$ cat src/rtl/alu_writeback_pkg.sv
// Shared definitions for the ALU writeback stage: FSM encoding, destination
// select values, flag bit positions and the default STATUS file address.
package alu_writeback_pkg;

   typedef enum logic [1:0] {
      WB_IDLE    = 2'd0,
      WB_EXEC    = 2'd1,
      WB_WRITE_F = 2'd2,
      WB_DONE    = 2'd3
   } wb_state_e;

   localparam logic       WB_DEST_W = 1'b0;
   localparam logic       WB_DEST_F = 1'b1;

   localparam logic [4:0] WB_STATUS_ADDR = 5'h03;

   localparam int FLAG_Z  = 2;
   localparam int FLAG_DC = 1;
   localparam int FLAG_C  = 0;

endpackage

$ cat src/rtl/alu_writeback_status_merge.sv
// Combinational next-flag select: a STATUS-address file write overrides the
// ALU flags, which in turn override holding the current flags.
module wb_status_merge #(
   parameter int STATUS_WIDTH = 3
) (
   input  logic [STATUS_WIDTH-1:0] holdFlags,
   input  logic [STATUS_WIDTH-1:0] aluFlags,
   input  logic                    aluFlagsEn,
   input  logic [STATUS_WIDTH-1:0] ovrFlags,
   input  logic                    ovrEn,
   output logic [STATUS_WIDTH-1:0] nextFlags
);

   always_comb begin
      nextFlags = holdFlags;
      if (ovrEn) begin
         nextFlags = ovrFlags;
      end else if (aluFlagsEn) begin
         nextFlags = aluFlags;
      end
   end

endmodule

$ cat src/rtl/alu_writeback.sv
// ALU writeback stage: commits a captured ALU result to W or to the register
// file, owns W and the {Z,DC,C} flags, and raises the DECFSZ/INCFSZ skip pulse.
// Optional build macro WB_BYPASS_EN forwards pending W/flags during EXEC.
module alu_writeback
   import alu_writeback_pkg::*;
#(
   parameter int                    DATA_WIDTH   = 8,
   parameter int                    STATUS_WIDTH = 3,
   parameter int                    ADDR_WIDTH   = 5,
   parameter logic [ADDR_WIDTH-1:0] STATUS_ADDR  = ADDR_WIDTH'(WB_STATUS_ADDR)
) (
   input  logic                    clk,
   input  logic                    rst_n,
   input  logic                    wbStart,
   input  logic                    wbDest,
   input  logic [ADDR_WIDTH-1:0]   fAddrIn,
   input  logic [DATA_WIDTH-1:0]   aluResultIn,
   input  logic [STATUS_WIDTH-1:0] aluStatusIn,
   input  logic                    statusWrEn,
   input  logic                    skipTest,
   input  logic                    fileWrAck,
   output logic [DATA_WIDTH-1:0]   wOut,
   output logic [STATUS_WIDTH-1:0] statusOut,
   output logic                    fileWrEn,
   output logic [ADDR_WIDTH-1:0]   fileWrAddr,
   output logic [DATA_WIDTH-1:0]   fileWrData,
   output logic                    skipOut,
   output logic                    wbBusy,
   output logic                    wbDone
);

   wb_state_e               state_q, state_d;
   logic                    capDest_q;
   logic [ADDR_WIDTH-1:0]   capAddr_q;
   logic [DATA_WIDTH-1:0]   capResult_q;
   logic [STATUS_WIDTH-1:0] capFlags_q;
   logic                    capFlagsEn_q;
   logic                    capSkip_q;

   logic [DATA_WIDTH-1:0]   w_q, w_d;
   logic [STATUS_WIDTH-1:0] status_q, status_d;
   logic [STATUS_WIDTH-1:0] mergedFlags;
   logic                    commit;
   logic                    statusOvr;

   // Capture registers load only on an accepted request; they need no reset
   // because every output derived from them is gated by the FSM state.
   always_ff @(posedge clk) begin
      if (state_q == WB_IDLE && wbStart) begin
         capDest_q    <= wbDest;
         capAddr_q    <= fAddrIn;
         capResult_q  <= aluResultIn;
         capFlags_q   <= aluStatusIn;
         capFlagsEn_q <= statusWrEn;
         capSkip_q    <= skipTest;
      end
   end

   assign statusOvr = (capDest_q == WB_DEST_F) && (capAddr_q == STATUS_ADDR);

   wb_status_merge #(
      .STATUS_WIDTH(STATUS_WIDTH)
   ) u_status_merge (
      .holdFlags (status_q),
      .aluFlags  (capFlags_q),
      .aluFlagsEn(capFlagsEn_q),
      .ovrFlags  (capResult_q[STATUS_WIDTH-1:0]),
      .ovrEn     (statusOvr),
      .nextFlags (mergedFlags)
   );

   always_comb begin
      state_d = state_q;
      w_d     = w_q;
      commit  = 1'b0;
      unique case (state_q)
         WB_IDLE: begin
            if (wbStart) state_d = WB_EXEC;
         end
         WB_EXEC: begin
            if (capDest_q == WB_DEST_W) begin
               w_d     = capResult_q;
               commit  = 1'b1;
               state_d = WB_DONE;
            end else begin
               state_d = WB_WRITE_F;
            end
         end
         WB_WRITE_F: begin
            if (fileWrAck) begin
               commit  = 1'b1;
               state_d = WB_DONE;
            end
         end
         WB_DONE: begin
            state_d = WB_IDLE;
         end
         default: state_d = WB_IDLE;
      endcase
      status_d = commit ? mergedFlags : status_q;
   end

   always_ff @(posedge clk) begin
      if (!rst_n) begin
         state_q  <= WB_IDLE;
         w_q      <= '0;
         status_q <= '0;
      end else begin
         state_q  <= state_d;
         w_q      <= w_d;
         status_q <= status_d;
      end
   end

   assign fileWrEn   = (state_q == WB_WRITE_F);
   assign fileWrAddr = fileWrEn ? capAddr_q : '0;
   assign fileWrData = fileWrEn ? capResult_q : '0;
   assign wbDone     = (state_q == WB_DONE);
   assign skipOut    = wbDone && capSkip_q && (capResult_q == '0);
   assign wbBusy     = (state_q != WB_IDLE);

`ifdef WB_BYPASS_EN
   // W-destination commit is known during EXEC, so forward it a cycle early.
   assign wOut      = (state_q == WB_EXEC && capDest_q == WB_DEST_W) ? capResult_q : w_q;
   assign statusOut = (state_q == WB_EXEC && capDest_q == WB_DEST_W) ? mergedFlags : status_q;
`else
   assign wOut      = w_q;
   assign statusOut = status_q;
`endif

endmodule

$ cat config.mk
export PLATFORM = sky130hd
export DESIGN_NAME = alu_writeback
export DESIGN_NICKNAME = d
export VERILOG_FILES = /design/src/rtl/alu_writeback_pkg.sv /design/src/rtl/alu_writeback_status_merge.sv /design/src/rtl/alu_writeback.sv
export SDC_FILE = /design/constraint.sdc
export NUM_CORES = 1
export LEC_CHECK = 0
export ABC_AREA = 0
export CAP_MARGIN = 0
export CORE_UTILIZATION = 46
export CTS_BUF_LIST = sky130_fd_sc_hd__clkbuf_16
export DETAILED_ROUTE_END_ITERATION = 12
export HOLD_SLACK_MARGIN = 0.05
export MAX_ROUTING_LAYER = met4
export PLACE_DENSITY = 0.91
export SETUP_SLACK_MARGIN = 0.5
export SLEW_MARGIN = 15
export SYNTH_ARGS = -nofsm -noshare
export SYNTH_HDL_FRONTEND = slang
export SYNTH_SLANG_ARGS = --single-unit
$ cat constraint.sdc
create_clock -name clk -period 4.1 [get_ports clk]
set_input_delay 0.82 -clock clk [delete_from_list [all_inputs] [get_ports clk]]
set_output_delay 0.82 -clock clk [all_outputs]
set_load 0.1 [all_outputs]
; ---- After elaboration in Yosys (flattened, before gate mapping)
; Index checks and enable logic that the tools add are counted.
[op_classes]
n_eq_ne = 6
mux = 11
bitwise_logic = 1
reduce_logical = 11
[op_table]
columns = cell, count
row1 = 8-bit logical NOT, 1
row2 = 8-bit 2-to-1 mux, 1
row3 = 2-bit one-hot mux with 4 select lines, 1
row4 = 3-bit 2-to-1 mux, 2
row5 = 2-bit AND reduction, 3
row6 = 5-bit by 2-bit equality test with 1-bit output (second input constant), 1
row7 = 5-bit 2-to-1 mux, 1
row8 = 2-bit equality test (second input constant), 2
row9 = 1-bit logical AND, 4
row10 = 2-bit 2-to-1 mux, 2
row11 = 2-bit != test (second input constant), 2
row12 = 2-bit nonzero test, 2
row13 = 1-bit 2-to-1 mux, 3
row14 = 2-bit by 1-bit equality test with 1-bit output (second input constant), 1
row15 = 2-bit logical NOT, 1
row16 = 1-bit one-hot mux with 2 select lines, 1
row17 = 1-bit NOT, 1
[word_totals]
register_bits = 32
input_bits = 23
out_inout_bits = 28
elab_cells = 38

; ---- Depth between registers and ports, before layout
; Gate-level depths: netlist (run 1).
[depth]
depth_word = 4
mapped_depth = 7
ltp_nobuf = 6

; ---- By module
; From an unflattened synthesis (run 1), not the netlist that was laid out.
[hier_totals]
hier_cells = 119
area_unflattened_um2 = 1356.3
[modules_own_cells]
columns = mod, n_inst, cells_each, area_per_inst_um2, seq_area_each_um2
row1 = alu_writeback, 1, 110, 1300.0, 830.8
row2 = wb_status_merge, 1, 9, 56.3, 0.0

; ---- Worst setup path after synthesis (run 1)
; OpenSTA, ideal clock, no wires.
[synth_timing]
path_kind = register to output
startpoint = register state_q[0]
endpoint = output port fileWrAddr[1]
t_arrival_ns = 2.345
path_slack_ns = 0.935
stages_incl_launch_ff = 5
n_path_buf = 1
path_cell_list = dfxtp_1 -> inv_1 -> ha_1 -> clkbuf_1 -> and2_1
[synth_via]
elab_chain_len = 2
[synth_rtl]
columns = item, line
row1 = start: declaration, alu_writeback.sv:32  ; wb_state_e state_q, state_d;
row2 = start signal: assignment, alu_writeback.sv:109  ; state_q <= state_d;
row3 = 2-bit equality test, alu_writeback.sv:115  ; assign fileWrEn = (state_q == WB_WRITE_F);
row4 = net fileWrEn, alu_writeback.sv:24  ; output logic fileWrEn,
row5 = 5-bit 2-to-1 mux, alu_writeback.sv:116  ; assign fileWrAddr = fileWrEn ? capAddr_q : '0;
row6 = end: declaration, alu_writeback.sv:25  ; output logic [ADDR_WIDTH-1:0] fileWrAddr,
; The timed path passes the listed nets, and every way through them passes these cells.

; ---- Worst setup path after layout (run 1)
[layout_timing]
startpoint = register state_q[0]
endpoint = output port fileWrEn
[layout_via]
elab_chain_len = 1
[layout_rtl]
columns = item, line
row1 = 2-bit equality test, alu_writeback.sv:115
row2 = end: declaration, alu_writeback.sv:24
; No other way between the ends.

==> results of run 1 <==
## worst paths after layout
| path | startpoint | end | slack (ns) |
|---|---|---|---|
| worst min-delay path | wOut[4]$_SDFFE_PN0P_ | wOut[4]$_SDFFE_PN0P_ | 0.47 |
| worst max register to register | state_q[1]$_SDFFE_PN0P_ | statusOut[2]$_SDFFE_PN0P_ | 1.99 |
| worst max-delay path | state_q[0]$_SDFFE_PN0P_ | fileWrEn | 0.83 |
| worst min register to register | wOut[4]$_SDFFE_PN0P_ | wOut[4]$_SDFFE_PN0P_ | 0.47 |
## power breakdown
group	switching, uW	internal (uW)
registers	50.4	433
clock network	126	258
logic	617	190
total	794	881
## synth_stat cells
cell type	number	area [um^2]
edfxtp_1	19	571
nand2_1	16	60.1
and2_1	13	81.3
dfxtp_1	13	260
a21boi_0	8	60.1
ha_1	5	62.6
inv_1	5	18.8
a21oi_1	2	10.0
and2_2	2	15.0
clkbuf_1	2	7.51
mux2_1	2	22.5
nand2b_1	2	12.5
nor2b_1	2	12.5
nor4_1	2	12.5
o221a_1	2	22.5
or2b_1	2	15.0
and4_1	1	8.76
buf_2	1	5.00
buf_4	1	7.51
mux2_4	1	15.0
mux2i_1	1	10.0
nand3_2	1	10.0
nor4b_4	1	23.8
o21ai_0	1	5.00
o21bai_1	1	7.51
o221a_2	1	11.3
o22ai_1	1	6.26
o41ai_1	1	8.76
## through the flow
stage | instances | total power (uW) | instance area, um^2 | util
global route | 194 | 1740 | 2000 | 0.721
CTS | 194 | 1680 | 2000 | 0.721
floorplan | 109 | 1120 | 1360 | -
finish | 194 | 1680 | 2000 | 0.721
global placement | 186 | 1270 | 1850 | 0.664
detailed placement | 186 | 1300 | 1850 | 0.664
## final cells by class
cell class | instances | area, um^2
well taps | 31 | 38.8
fillers | 192 | 777
clock inverters | 2 | 7.51
multi-input cells | 68 | 493
clock buffers | 6 | 150
repair buffers | 50 | 465
inverters | 5 | 18.8
flip-flops and latches | 32 | 831
## routing by layer
metal  part of all wire  vias up
met5                  0        -
met4              0.012        0
met3              0.067        4
met2               0.51       42
met1               0.41      466
li1                   -      487
## worst reg2reg max path: cells and delay by family, from the launching register on
| family | cells | cell delay (ns) |
|---|---|---|
| AOI/OAI and AO/OA | 3 | 0.86 |
| and+or+nand+nor | 1 | 0.54 |
| DFF | 1 | 0.35 |
| adders and majority gates | 1 | 0.18 |
| buffers and inverters | 1 | 0.13 |
## logic make-up (layout without fill, tap and decap cells)
family / after synthesis / after routing / share of synthesized area
buffers and inverters: 9 / 63 / 0.0285
AOI/OAI and AO/OA: 17 / 17 / 0.0964
muxes: 4 / 4 / 0.0349
DFF: 32 / 32 / 0.610
adders and majority gates: 5 / 5 / 0.0459
and+or+nand+nor: 42 / 42 / 0.185
## placed cells by master (no fill, tap or decap), drive strengths merged, types with 2 or more instances in the layout
cell,Yosys,final
and2,15,15
nand2,16,16
a21boi,8,8
o221a,3,3
inv,5,7
a21oi,2,2
clkdlybuf4s50,0,36
buf,2,14
ha,5,5
clkbuf,2,6
nand2b,2,2
nor2b,2,2
or2b,2,2
nor4,2,2
mux2,3,3
dfxtp,13,13
edfxtp,19,19
## state kept, by name, summed over array words and instances, names as in the netlist
name and count:
capResult_q 8, wOut 8, capAddr_q 5, capFlags_q 3, statusOut 3, state_q 2, capDest_q 1, capFlagsEn_q 1
capSkip_q 1
==> results.md, run 1 <==
* Fin crit period at 3.27 ns
* Post-Route WL at 2.79 mm
* FF+latch count, synth at 32
* Peak supply drop at 610 uV
* Full die area at 3180 um^2
* CP delay by family, top: buffers and inverters
* # DRC at 0
* # hold bufs at CTS at 0
* Register area share after synthesis at 0.610
* H-tree levels at 2
* Status: complete, no violations
* GRT overflow at 0
* Hold Vio Cnt, Final at 0
* Final setup viols at 0
* RSZ-0062 raised after global routing: no
* Critical path depth at 3
* Synth warnings at 0
* Worst Hold Path Cells at 2
* Worst min-delay path class: flop to flop
* Post-route clock period utilization at 0.797
* Average cell area after synthesis at 12.5 um^2
* Critical Path End Type: primary output
* PortBufs at 50
* PnR worst setup slack at 0.832 ns
* Detailed Routing Iterations Pass 1 at 4
* Wire per inst at 14.4 um
* Drt first-iter violations at 30
* Routing usage on met3 at 0.0783
* Ports at 51
* Global routing's busiest layer: met2
* M2 GR Usage at 0.323
* Synth-to-Final Area Change at 47.1%
* Setup TNS at 0 ns
* PostCTS Resize Cnt at 0
* Delay of the slowest cell on the worst path at 1.22 ns
* F_max at 306 MHz
* Worst-skew pair later-pin latency at 0.27 ns
* Critical path buffers and inverters at 2
* Relative slew margins at 0.349
* Placer Congestion at 0.770
* GR Util met1 at 0.204
* Pin count of the biggest net entering global routing at 20
* Vias per cell at 5.15
* Gate count of the mapped netlist at 109
* Vias at 999
* Nets@finish at 190
* Worst Path Arrival at 2.45 ns
* Starting Density at 0.490
* Reg2reg path depth at 6
* Reg clk slew, reported paths at 0.05 ns
* CTS tree: yes
* DP HPWL at 2.08 mm
* Post-DRT Antenna Nets at 0
* Crit path required time at 3.28 ns
* Power Dens Cells at 836 nW/um^2
* Cell Chain, Critical Path: inv_1 > ha_1 > clkdlybuf4s50_1
* Post-CTS setup buffers at 0
* Initial antenna violation count at 0
* Overall Global Routing Usage at 0.195
* Sink Count at 32
* Share of layout cells above drive strength 1 at 0.172
* Maxcap violations at 0
* Worst slew pin tran at 0.974 ns
* Vias in the first global route at 967
* Skew final at 0.00554 ns
* Clock Path Buffers at 2
* Chip height at 56.4 um
* Worst hold slack at 0.465 ns
* CTS Buf Count at 5
* Root Buffer: clkbuf_16
* CP Class: flop to primary output
* Synth unique cells at 28
* Core area at 2780 um^2
* Critical path fanouts, max at 16
* Post-Syn Nets at 137
* Global-route wire length before repair at 4.33 mm
* Final Max Slew Viols at 0
* Ant. Diodes at 0
* Leakage at 0.000772 uW
* Die extent in x at 56.4 um
* DP Worst Slack at 1.16 ns
* Cell area after synthesis at 1360 um^2
* Startpoint types: flop
* Slowest stage cell, crit path: clkdlybuf4s50_1
* # rows at 19
Power figures use the tool's default switching activity.
==> run 2, diff against run 1 <==
- CORE_UTILIZATION: 46 -> 39
- PLACE_DENSITY: 0.91 -> 0.83
- clock period: 4.1 -> 2.8 ns (I/O delays scaled with it)
==> results.md, run 2 (synthesis results as in run 1) <==
* CTS Buf Count at 5
* Full die area at 3730 um^2
* Post-Route WL at 2.75 mm
* Hold Crit Start: wOut[4]$_SDFFE_PN0P_
* Cell Chain, Critical Path: nor4_1 > and4_2 > buf_4
* Critical path buffers and inverters at 1
* Worst Hold Path Cells at 2
* Multi-input gate area at 523 um^2
* Relative slew margins at 0.671
* Peak supply drop at 714 uV
* Worst min-delay path class: flop to flop
* Share of layout cells above drive strength 1 at 0.329
* Delay of the slowest cell on the worst path at 0.40 ns
* Nets@finish at 191
* Core area at 3340 um^2
* GRT overflow at 0
* Storage element area at 831 um^2
* Overall Global Routing Usage at 0.170
* Maxcap violations at 0
* Leakage at 0.000804 uW
* Most common cell after layout, fill and taps aside: buf_4
* Post-CTS setup buffers at 0
* CP Class: flop to primary output
* Setup TNS at 0 ns
* Worst hold slack at 0.465 ns
* Post-DRT Antenna Nets at 0
* Final non-filler cell total at 210
* Reg-to-Reg Start: state_q[1]$_SDFFE_PN0P_
* Highest-count cells in the layout ignoring fill and taps: 29 x buf_4, 22 x clkdlybuf4s50_1, 19 x edfxtp_1, 16 x nand2_1, 13 x dfxtp_1
* Worst slew pin tran at 0.489 ns
* Worst Path Arrival at 1.53 ns
* Final Max Slew Viols at 0
* # DRC at 0
* Reg2reg end: statusOut[0]$_SDFFE_PN0P_
* Status: complete, no violations
* Fillers at 273
* Die extent in x at 61.1 um
* Power Dens Cells at 1210 nW/um^2
* Hold Vio Cnt, Final at 0
* Post-route clock period utilization at 0.747
* Startpoint types: flop
* Worst Hold Path EP: wOut[4]$_SDFFE_PN0P_
* CP delay by family, top: simple AND/OR/NAND/NOR gates
* Clock Path Buffers at 2
* Pin count of the biggest net entering global routing at 20
* Detailed Routing Iterations Pass 1 at 4
* Slowest stage cell, crit path: edfxtp_1
* Chip height at 61.1 um
* Initial antenna violation count at 0
* Ant. Diodes at 0
* Drt first-iter violations at 22
* Placer Congestion at 0.758
* H-tree levels at 2
* Crit path required time at 2.24 ns
* Critical path fanouts, max at 3
* Ports at 51
* Skew final at 0.00330 ns
* Placed cell count at 202
* Reg clk slew, reported paths at 0.05 ns
* Worst reg2reg setup slack at 0.85 ns
* Vias in the first global route at 991
* Post-DP Area at 1870 um^2
* Critical Path End Type: primary output
* Reg2reg path depth at 6
* PortBufs at 50
* Root Buffer: clkbuf_16
* DP HPWL at 2.13 mm
* CTS tree: yes
* Sink Count at 32
* F_max at 478 MHz
* Vias at 993
* Util after Layout at 0.607
* # rows at 21
* Vias per cell at 4.73
* RSZ-0062 raised after global routing: no
* Worst-skew pair later-pin latency at 0.27 ns
* Fin crit period at 2.09 ns
* Starting Density at 0.408
* Final setup viols at 0
* Wire per inst at 13.1 um
* Global-route wire length before repair at 4.26 mm
* Synth-to-Final Area Change at 48.7%
* Post-layout instance area at 2030 um^2
## run 2: cell types whose count changed in the layout (fill, tap and decap cells not counted), sizes merged
cell / before / now
buf: 14 / 29
clkdlybuf4s50: 36 / 22
clkinv: 0 / 2
inv: 7 / 5
## run 2: area by class of cell
cell class              instances  area share
flip-flops and latches         32       0.410
multi-input cells              68       0.258
inverters                       5     0.00926
well taps                      46      0.0284
repair buffers                 51       0.216
clock buffers                   6      0.0741
clock inverters                 2     0.00371
## run 2: per-layer routing
layer | wire length (um) | part of all wire | GRT usage | up-vias
li1 | - | - | - | 487
met2 | 1370 | 0.50 | 0.283 | 45
met5 | 0 | 0 | - | -
met4 | 46 | 0.017 | 0.0682 | 0
met1 | 1180 | 0.43 | 0.191 | 456
met3 | 156 | 0.057 | 0.0504 | 5
## run 2: power breakdown
group          switching [uW]  leakage, uW  internal, uW
Combinational             904     0.000440           289
Sequential               76.9     0.000286           632
Clock                     179    0.0000771           376
## run 2: timing repair
item / 4_1_cts / 5_1_grt
endpoints found under the setup margin: 0 / 2
resized for setup: 0 / 1
hold buffers: 0 / 0
## run 2: worst max-delay path by stage
stage / start / endpoint / cells past startpoint
floorplan: state_q[0]$_SDFFE_PN0P_ / fileWrAddr[0] / 3
global placement: fileWrAck / statusOut[0]$_SDFFE_PN0P_ / 5
detailed placement: fileWrAck / statusOut[0]$_SDFFE_PN0P_ / 5
CTS: state_q[1]$_SDFFE_PN0P_ / statusOut[2]$_SDFFE_PN0P_ / 6
global route: capResult_q[0]$_DFFE_PP_ / skipOut / 3
finish: capResult_q[4]$_DFFE_PP_ / skipOut / 3
## run 2: per-stage QoR
| step | setup slack, ns | total power, uW |
|---|---|---|
| 2_1_floorplan | 0.592 | 1660 |
| 3_3_place_gp | 0.812 | 1890 |
| 3_5_place_dp | 0.690 | 1920 |
| 4_1_cts | 0.683 | 2480 |
| 5_1_grt | 0.628 | 2560 |
| 6_report | 0.707 | 2460 |
## run 2: tightest hold or removal path, cell delays in order (launching register included)
cell	delay (ns)
dfxtp_1	0.31
nand2_1	0.05
a21boi_0	0.06
==> run 3, diff against run 2 <==
- clock period: 2.8 -> 1.8 ns (I/O delays scaled with it)
==> results.md, run 3 (synthesis results as in run 1) <==
* Global-route wire length before repair at 6.38 mm
* Full die area at 3730 um^2
* Final setup viols at 1
* Initial antenna violation count at 0
* Critical path fanouts, max at 2
* Die extent in x at 61.1 um
* Util after Layout at 0.859
* Starting Density at 0.408
* Most common cell after layout, fill and taps aside: buf_12
* Multi-input gate area at 714 um^2
* Maxcap violations at 0
* Critical Path End Type: primary output
* Worst-skew pair later-pin latency at 0.28 ns
* H-tree levels at 2
* Core area at 3340 um^2
* Detailed Routing Iterations Pass 1 at 6
* Startpoint types: flop
* Clock Path Buffers at 2
* Ant. Diodes at 0
* CTS tree: yes
* Vias at 1224
* Root Buffer: clkbuf_16
* Placed cell count at 203
* Worst slew pin tran at 0.539 ns
* Ports at 51
* PortBufs at 50
* Final Max Slew Viols at 0
* Post-DRT Antenna Nets at 0
* Share of layout cells above drive strength 1 at 0.589
* Peak supply drop at 1290 uV
* Worst min-delay path class: flop to flop
* Placer Congestion at 0.863
* Post-route clock period utilization at 1.02
* GRT overflow at 0
* Fillers at 144
* RSZ-0062 raised after global routing: yes
* Fin crit period at 1.84 ns
* Relative slew margins at 0.639
* Storage element area at 838 um^2
* Clock Power Share at 0.152
* # rows at 21
* Status: finished, violations left
* Post-Route WL at 4.87 mm
* Failing checks: setup timing
* Drt first-iter violations at 40
* PnR worst setup slack at -0.0416 ns
* Sink Count at 32
* Switching share of total power at 0.446
* Skew final at 0.00575 ns
* Worst hold slack at 0.501 ns
* Reg power frac at 0.226
* Worst Path Arrival at 1.48 ns
* Nets@finish at 219
* Power Dens Cells at 1830 nW/um^2
* Vias per cell at 5.14
* Leakage at 0.00112 uW
* Synth-to-Final Area Change at 110%
* Overall Global Routing Usage at 0.261
* # DRC at 0
* Psw at 2340 uW
* CP Class: flop to primary output
* Pin count of the biggest net entering global routing at 20
* Reg clk slew, reported paths at 0.05 ns
* Wire per inst at 20.4 um
* Total power at 5260 uW
* F_max at 543 MHz
* Highest-count cells in the layout ignoring fill and taps: 29 x buf_12, 22 x clkdlybuf4s50_1, 19 x edfxtp_1, 15 x and2_4
* Internal Pwr Total at 2910 uW
* Hold Vio Cnt, Final at 0
* Chip height at 61.1 um
* Final non-filler cell total at 238
* Setup TNS at -0.0416 ns
* Crit path required time at 1.44 ns
* Combinational Power Share at 0.622
* CTS Buf Count at 5
* Vias in the first global route at 1281
-- run 3: cell types whose count changed in the layout (fill, tap and decap cells not counted), moves of 4 or more --
cell / previous run / this run
a21boi_0: 8 / 0
a21boi_1: 0 / 4
a21boi_2: 0 / 4
and2_1: 4 / 0
and2_2: 11 / 0
and2_4: 0 / 15
buf_12: 0 / 29
buf_4: 29 / 13
buf_6: 0 / 13
nand2_1: 16 / 9
nand2_2: 0 / 5
-- run 3: path summary, 6_finish.rpt --
kind	startpoint	end	slack, ns	cells after the start
min reg2reg	wOut[3]$_SDFFE_PN0P_	wOut[3]$_SDFFE_PN0P_	0.50	2
max	capResult_q[0]$_DFFE_PP_	skipOut	-0.04	3
max reg2reg	state_q[1]$_SDFFE_PN0P_	statusOut[2]$_SDFFE_PN0P_	0.10	8
min	wOut[3]$_SDFFE_PN0P_	wOut[3]$_SDFFE_PN0P_	0.50	2
-- run 3: stage by stage --
step,cell area (um^2),setup slack (ns)
3_3_place_gp,2320,0.226
6_report,2870,-0.0416
3_5_place_dp,2320,0.171
4_1_cts,2710,0.0264
5_1_grt,2870,-0.0759
2_1_floorplan,1490,0.106
-- run 3: power by group through the flow --
stage	registers [uW]	clock network [uW]	logic (uW)
floorplan	1430	0	1390
global route	1200	838	3360
finish	1190	799	3270
CTS	1160	802	2930
global placement	1170	0	2470
detailed placement	1180	0	2520
-- run 3: layout make-up --
type                       count  area share
sequential                    32       0.292
timing repair buffer          79       0.378
clock buffer                   5      0.0436
multi-input combinational     68       0.249
clock inverter                 3     0.00480
inverter                       5      0.0113
tap                           46      0.0201
-- run 3: critical path, stage by stage (launching register included) --
cell	delay, ns
edfxtp_1	0.44
nor4_2	0.33
and4_4	0.27
buf_12	0.17
-- run 3: routing by layer --
layer	vias to the layer above	track usage	part of all wire
met3	18	0.0567	0.058
met1	598	0.256	0.36
met4	0	0.146	0.037
li1	545	-	-
met5	-	-	0
met2	63	0.472	0.55
-- run 3: what timing repair did --
action,4_1_cts,5_1_grt
endpoints found under the setup margin,30,49
hold buffers,0,0
gates cloned,1,2
pin swaps,17,8
gates resized for setup,26,27
setup buffers,19,5
